`src/rtl/hazard_stall_unit.sv`:
```
// Stall/flush controller for the 5-stage MIPS pipeline: load-use, HI/LO multiply/divide
// occupancy and taken-branch squash, plus a saturating stall-cycle counter.
module hazard_stall_unit #(
   parameter int unsigned MD_LATENCY = 4,
   parameter int unsigned CNT_W      = 32
) (
   input  logic             clk,
   input  logic             rst,
   input  logic [4:0]       if_id_rs,
   input  logic [4:0]       if_id_rt,
   input  logic             if_id_uses_rt,
   input  logic             if_id_md_start,
   input  logic             if_id_reads_hilo,
   input  logic [4:0]       id_ex_rt,
   input  logic             id_ex_mem_read,
   input  logic             branch_taken,
   output logic             pc_write,
   output logic             if_id_write,
   output logic             id_ex_bubble,
   output logic             if_id_flush,
   output logic             id_ex_flush,
   output logic             md_busy,
   output logic [CNT_W-1:0] stall_count
);

   typedef enum logic [1:0] {
      RUN      = 2'd0,
      LD_STALL = 2'd1,
      MD_STALL = 2'd2
   } state_t;

   // The issue cycle counts as the first busy cycle, so a dependent mfhi/mflo
   // sees md_cnt==0 exactly MD_LATENCY cycles after the mult was in ID.
   localparam logic [3:0] MD_LOAD = 4'(MD_LATENCY - 1);

   state_t           r_state;
   logic [3:0]       r_md_cnt;
   logic [CNT_W-1:0] r_stall_cnt;

   logic w_load_use;
   logic w_md_busy;
   logic w_md_hazard;
   logic w_stall;
   logic w_issue;

   always_comb begin
      w_load_use  = id_ex_mem_read && (id_ex_rt != '0) &&
                    ((id_ex_rt == if_id_rs) || (if_id_uses_rt && (id_ex_rt == if_id_rt)));
      w_md_busy   = (r_md_cnt != '0);
      w_md_hazard = w_md_busy && (if_id_reads_hilo || if_id_md_start);
      w_stall     = (w_load_use || w_md_hazard) && !branch_taken && !rst;
      w_issue     = if_id_md_start && !w_stall && !branch_taken;
   end

   always_comb begin
      pc_write     = !w_stall;
      if_id_write  = !w_stall;
      id_ex_bubble = w_stall;
      if_id_flush  = branch_taken && !rst;
      id_ex_flush  = branch_taken && !rst;
      md_busy      = w_md_busy && !rst;
      stall_count  = r_stall_cnt;
   end

   always_ff @(posedge clk) begin
      if (rst) begin
         r_state     <= RUN;
         r_md_cnt    <= '0;
         r_stall_cnt <= '0;
      end else begin
         unique case (r_state)
            RUN: begin
               if (w_load_use && !branch_taken)
                  r_state <= LD_STALL;
               else if (w_md_hazard && !branch_taken)
                  r_state <= MD_STALL;
               else
                  r_state <= RUN;
            end
            LD_STALL: begin
               if (w_md_hazard && !branch_taken)
                  r_state <= MD_STALL;
               else
                  r_state <= RUN;
            end
            MD_STALL: begin
               if (!w_md_hazard || branch_taken)
                  r_state <= RUN;
            end
            default: r_state <= RUN;
         endcase

         // A branch flush leaves md_cnt alone: an issued op always completes.
         if (w_issue)
            r_md_cnt <= MD_LOAD;
         else if (w_md_busy)
            r_md_cnt <= r_md_cnt - 4'd1;

         if (w_stall && (r_stall_cnt != '1))
            r_stall_cnt <= r_stall_cnt + 1'b1;
      end
   end

endmodule

```
`config.mk`:
```
export PLATFORM = sky130hd
export DESIGN_NAME = hazard_stall_unit
export DESIGN_NICKNAME = d
export VERILOG_FILES = /design/src/rtl/hazard_stall_unit.sv
export SDC_FILE = /design/constraint.sdc
export NUM_CORES = 1
export LEC_CHECK = 0
export CORE_ASPECT_RATIO = 0.7
export CORE_MARGIN = 1
export CORE_UTILIZATION = 47
export CTS_BUF_LIST = sky130_fd_sc_hd__clkbuf_16
export DETAILED_ROUTE_END_ITERATION = 10
export GPL_TIMING_DRIVEN = 0
export MAX_ROUTING_LAYER = met4
export PLACE_DENSITY = 0.8
export SYNTH_ARGS = -nofsm -noshare
export SYNTH_HDL_FRONTEND = slang
export SYNTH_SLANG_ARGS = --single-unit
```
`constraint.sdc`:
```
create_clock -name clk -period 3.02 [get_ports clk]
set_input_delay 0.604 -clock clk [delete_from_list [all_inputs] [get_ports clk]]
set_output_delay 0.604 -clock clk [all_outputs]
set_load 0.02 [all_outputs]
```
# ---- After elaboration in Yosys (flattened, before gate mapping)
# Cells that the tools add are included.
dict set report totals {
  regBits 36
  elab_cells 31
  in_bits 22
}
dict set report op_classes {
  muxes 2
  eq_ne 3
  n_reduce_logical 21
  addsub 2
}
# op count
set op_table {}
lappend op_table {{32-bit by 1-bit adder with 32-bit output (second input constant)} 1}
lappend op_table {{32-bit != test (second input constant)} 1}
lappend op_table {{1-bit logical AND} 11}
lappend op_table {{5-bit == test} 2}
lappend op_table {{5-bit nonzero test} 1}
lappend op_table {{2-bit 2-to-1 mux} 2}
lappend op_table {{4-bit nonzero test} 1}
lappend op_table {{4-bit by 1-bit subtractor with 4-bit output (second input constant)} 1}
lappend op_table {{1-bit zero test} 3}
lappend op_table {{1-bit logical OR} 3}
lappend op_table {{2-bit nonzero test} 1}
lappend op_table {{2-bit OR reduction} 1}

# ---- Longest topological paths before layout
dict set report depth {
  ltp_word 11
  depth_mapped 10
  ltp_nobuf 8
}

# ---- Worst setup path after synthesis
# Ideal clock, no wire load.
dict set report synth_timing {
  path_type {input-to-output}
  startpoint {in id_ex_rt[1]}
  endpoint {out id_ex_bubble}
  stages 5
  slack_ns 0.231
  arrival_ns 2.185
  cell_sequence {or4_1 o21ai_1 nor3_1 a21oi_1 inv_1}
}
dict set report synth_between {
  elab_chain_len 7
}
# item line_no
set synth_lines {}
lappend synth_lines {{start, declared} 14} ;# input logic [4:0] id_ex_rt,
lappend synth_lines {{5-bit == test} 48} ;# ((id_ex_rt == if_id_rs) || (if_id_uses_rt && (id_ex_rt == if_id_rt)));
lappend synth_lines {{1-bit logical AND} 48}
lappend synth_lines {{1-bit logical OR} 48}
lappend synth_lines {{1-bit logical AND (*)} 47} ;# w_load_use = id_ex_mem_read && (id_ex_rt != '0) &&
lappend synth_lines {{1-bit logical OR (*)} 51} ;# w_stall = (w_load_use || w_md_hazard) && !branch_taken && !rst;
lappend synth_lines {{1-bit logical AND (*) (2 in a row)} 51}
lappend synth_lines {{end, declared} 19} ;# output logic id_ex_bubble,
# Mark *: on every way between the ends. The rest lies on a longest branch, timed or not.

# ---- Worst setup path in the final report
dict set report layout_timing {
  startpoint {in id_ex_rt[1]}
  endpoint {out pc_write}
}
dict set report layout_between {
  elab_chain_len 8
}
# item line_no
set layout_lines {}
lappend layout_lines {{5-bit == test} 48}
lappend layout_lines {{1-bit logical AND} 48}
lappend layout_lines {{1-bit logical OR} 48}
lappend layout_lines {{1-bit logical AND (*)} 47}
lappend layout_lines {{1-bit logical OR (*)} 51}
lappend layout_lines {{1-bit logical AND (*) (2 in a row)} 51}
lappend layout_lines {{1-bit zero test (*)} 56} ;# pc_write = !w_stall;
lappend layout_lines {{end, declared} 17} ;# output logic pc_write,
# Marked as above.

==> flow_summary.yaml <==
yosys:
  yosysSeqAreaShare_pct: 35.67
  yosysTopAreaCell: "dfxtp_1"
  yosys_warnings: 0
  synth_top_area_share_pct: 35.67
  synth_edf_count: 0
  synthesis.nets: 272
  syn_avg_cell_area_um2: 8.181
  yosys.cell_types.count: 39
  syn_inst: 247
  async_flop_share_pct: 0
  ys_top_cells_by_area: "dfxtp_1 36%, o31ai_1 6.3%, or4_1 6.3%, a21oi_1 5.9%, xnor2_1 5.6%"
  synth_ff_type: "dfxtp_1"
  synth_seq_cells: 36
  synth_area_mm2: 0.002021
clocking:
  clkSinkCount: 36
  htreeDepth: 2
  cts_made_buffers: 5
  clk_pin_slew_ns: 0.05
  clock-root-buffer: "clkbuf_16"
  clock_latency_ns: 0.28
  cts_tree: "done"
  clockBufferDepth: 2
critical_path:
  cp_num_buf_inv: 3
  reg2reg_to: "stall_count[11]"
  path_max_fanout: 4
  path_delay_family: "buffers and inverters"
  end_kind: "output port"
  cp-start-kind: "primary input"
  max_stage_delay_ns: 0.55
  critPathArrivalTime_ns: 2.26
  critical_path_depth: 7
  worstPathRequired_ns: 2.42
  slowest_stage: "or4_4"
  endpoint: "pc_write"
  reg2reg_slack_ns: 0.27
  r2r_cells: 9
  critical_path_class: "in2out"
  crit_chain: "dlygate4sd2_1, or4_4, o21ai_2, nor3_1, a21oi_2, buf_4, clkdlybuf4s15_2"
  crit_path_start: "id_ex_rt[1]"
  reg2reg_from: "r_md_cnt[1]"
timing:
  max_freq_mhz: 349.4
  timing.final.crit_period_ns: 2.862
  setup_violations: 0
  finClkSkew_ns: 0.005714
  rsz0062_at_grt: "no"
  worst_pin_slew_ns: 0.5381
  finalHoldViolCount: 0
  min_period_over_period_pct: 94.78
  drv_slew: 0
  whs_ns: 0.4958
  slew-limit-headroom_pct: 63.85
final_layout:
  syn2layout_area_growth_pct: 41.55
  fin_area_mm2: 0.002860
  final_nets: 338
  final_layout_size_suffix_gt1_share_pct: 8.280
  antenna_cells: 0
  stdcell_count: 366
hold_path:
  hold_path_class: "reg2reg"
floorplanning:
  die_y_um: 56.86
  dieArea_mm2: 0.004570
  die_w_um: 80.37
  core-area_mm2: 0.004018
  num_rows: 19
  initial_core_util_pct: 50.30
  boundaryPins: 60
route:
  top_layer: "met4"
  wl_met2_mm: 2.598
  drc: 0
  drt_iter0_drc: 148
  met3_length_um: 376
  wl_met1_mm: 2.828
  ant_nets: 0
  vias: 2148
  drt-pass1-iter-count: 4
  drt_wl_total_mm: 5.834
  vias_per_cell: 5.869
  wl_per_cell_um: 15.94
global_routing:
  grt_usage_pct: 28.23
  grt_pass1_wl_mm: 9.611
  overflow: 0
  antenna_found_initial: 0
  grt_pass1_vias: 1974
  grt_max_degree: 13
power:
  cellLeakagePower_uw: 0.0009411
  irDropWorstVdd_uv: 489.3
  power.density_mw_per_mm2: 520.6
place:
  dp.cells: 357
  placed_area_mm2: 0.002666
  dp_hpwl_mm: 4.049
  gp_congestion: 0.8384
  port-buffer-count: 58
run_status:
  status: "completed"
run:
  cap_violations: 0
registers in the layout, indices dropped and copies added (netlist names):
register	count
stall_count	32
r_md_cnt	4
how the worst min path moves through the flow:
stage / startpoint / end / slack [ns] / cells after the start
after global placement: stall_count[28] / stall_count[28] / 0.48 / 2
after CTS: stall_count[27] / stall_count[27] / 0.50 / 2
after detailed placement: stall_count[15] / stall_count[15] / 0.49 / 2
final: stall_count[15] / stall_count[15] / 0.50 / 2
after floorplan: r_md_cnt[3] / r_md_cnt[3] / 0.53 / 2
after global routing: stall_count[23] / stall_count[23] / 0.52 / 2
tightest hold or removal path, delay by kind of cell (launching register included):
kind	cells	cell delay (ns)
flops	1	0.33
compound gates	2	0.12
final cells by class:
cell class                 instances  area, um2
clock inverter                     3      42.54
clock buffer                       5      125.1
multi-input combinational        189       1217
timing repair buffer              59      591.8
buffer                            13      63.81
sequential                        36      720.7
fill                             334       1157
inverter                           9      33.78
tap                               52      65.06
through the flow:
step	setup WS [ns]	utilization [%]	power (uW)	TNS, ns
finish	0.1577	71.19	1489	0
global route	0.04120	71.19	1562	0
CTS	0.004315	71.04	1492	0
detailed placement	-0.7327	66.37	898.8	-3.511
global placement	-0.7351	66.37	891.2	-3.610
floorplan	0.2305	-	775.8	0
synth_stat cells, types with 2 or more instances:
| library cell | count |
|---|---|
| nand2_1 | 17 |
| xnor2_1 | 13 |
| clkbuf_1 | 8 |
| xor2_1 | 2 |
| dfxtp_1 | 36 |
| buf_4 | 2 |
| nor3_1 | 11 |
| nor2b_1 | 6 |
| and3_1 | 2 |
| or4_1 | 17 |
| o31ai_1 | 17 |
| o21ai_0 | 9 |
| ha_1 | 3 |
| nor2_1 | 12 |
| o21ai_1 | 2 |
| or4_4 | 2 |
| buf_2 | 3 |
| nand4_1 | 9 |
| inv_1 | 9 |
| nand3_1 | 11 |
| a21oi_1 | 24 |
| mux2i_1 | 2 |
| mux2_1 | 4 |
| or3_1 | 8 |
| nor4_1 | 4 |
power by group:
| group | internal (uW) | switching, uW |
|---|---|---|
| clock | 388 | 205 |
| sequential | 505 | 25.8 |
| combinational | 163 | 202 |
| total | 1060 | 433 |
timing repair:
action | in CTS | in global routing
pin swaps | 1 | 1
setup endpoints to repair | 4 | 5
resized for setup | 14 | 4
hold buffers | 0 | 0
setup buffers | 1 | 0
layout by cell type (no fill, tap or decap), types with 4 or more instances in the layout:
cell / count
clkdlybuf4s50_1: 51
dfxtp_1: 36
a21oi_1: 23
nand2_1: 17
o31ai_1: 17
or4_1: 16
xnor2_1: 13
nor2_1: 12
nand3_1: 11
nor3_1: 11
inv_1: 9
nand4_1: 9
o21ai_0: 9
or3_1: 8
nor2b_1: 6
clkbuf_1: 5
clkbuf_16: 5
nor4_1: 4
mux2_1: 4
logic make-up after synthesis:
logic type                 Yosys count  share of synthesized area (%)
AOI/OAI and AO/OA                   57                          16.97
xor gates and xnor gates            15                          6.502
adders and majority gates            3                          1.858
buffers and inverters               22                          4.643
DFF                                 36                          35.67
muxes                                6                          3.220
and+or+nand+nor                    108                          31.15
metal layers:
layer,GRT usage [%],vias up
met5,-,-
met1,39.94,1019
met4,6.888,0
met2,40.31,66
li1,-,1058
met3,6.504,5
No activity file was read; power rests on OpenSTA's default activity.
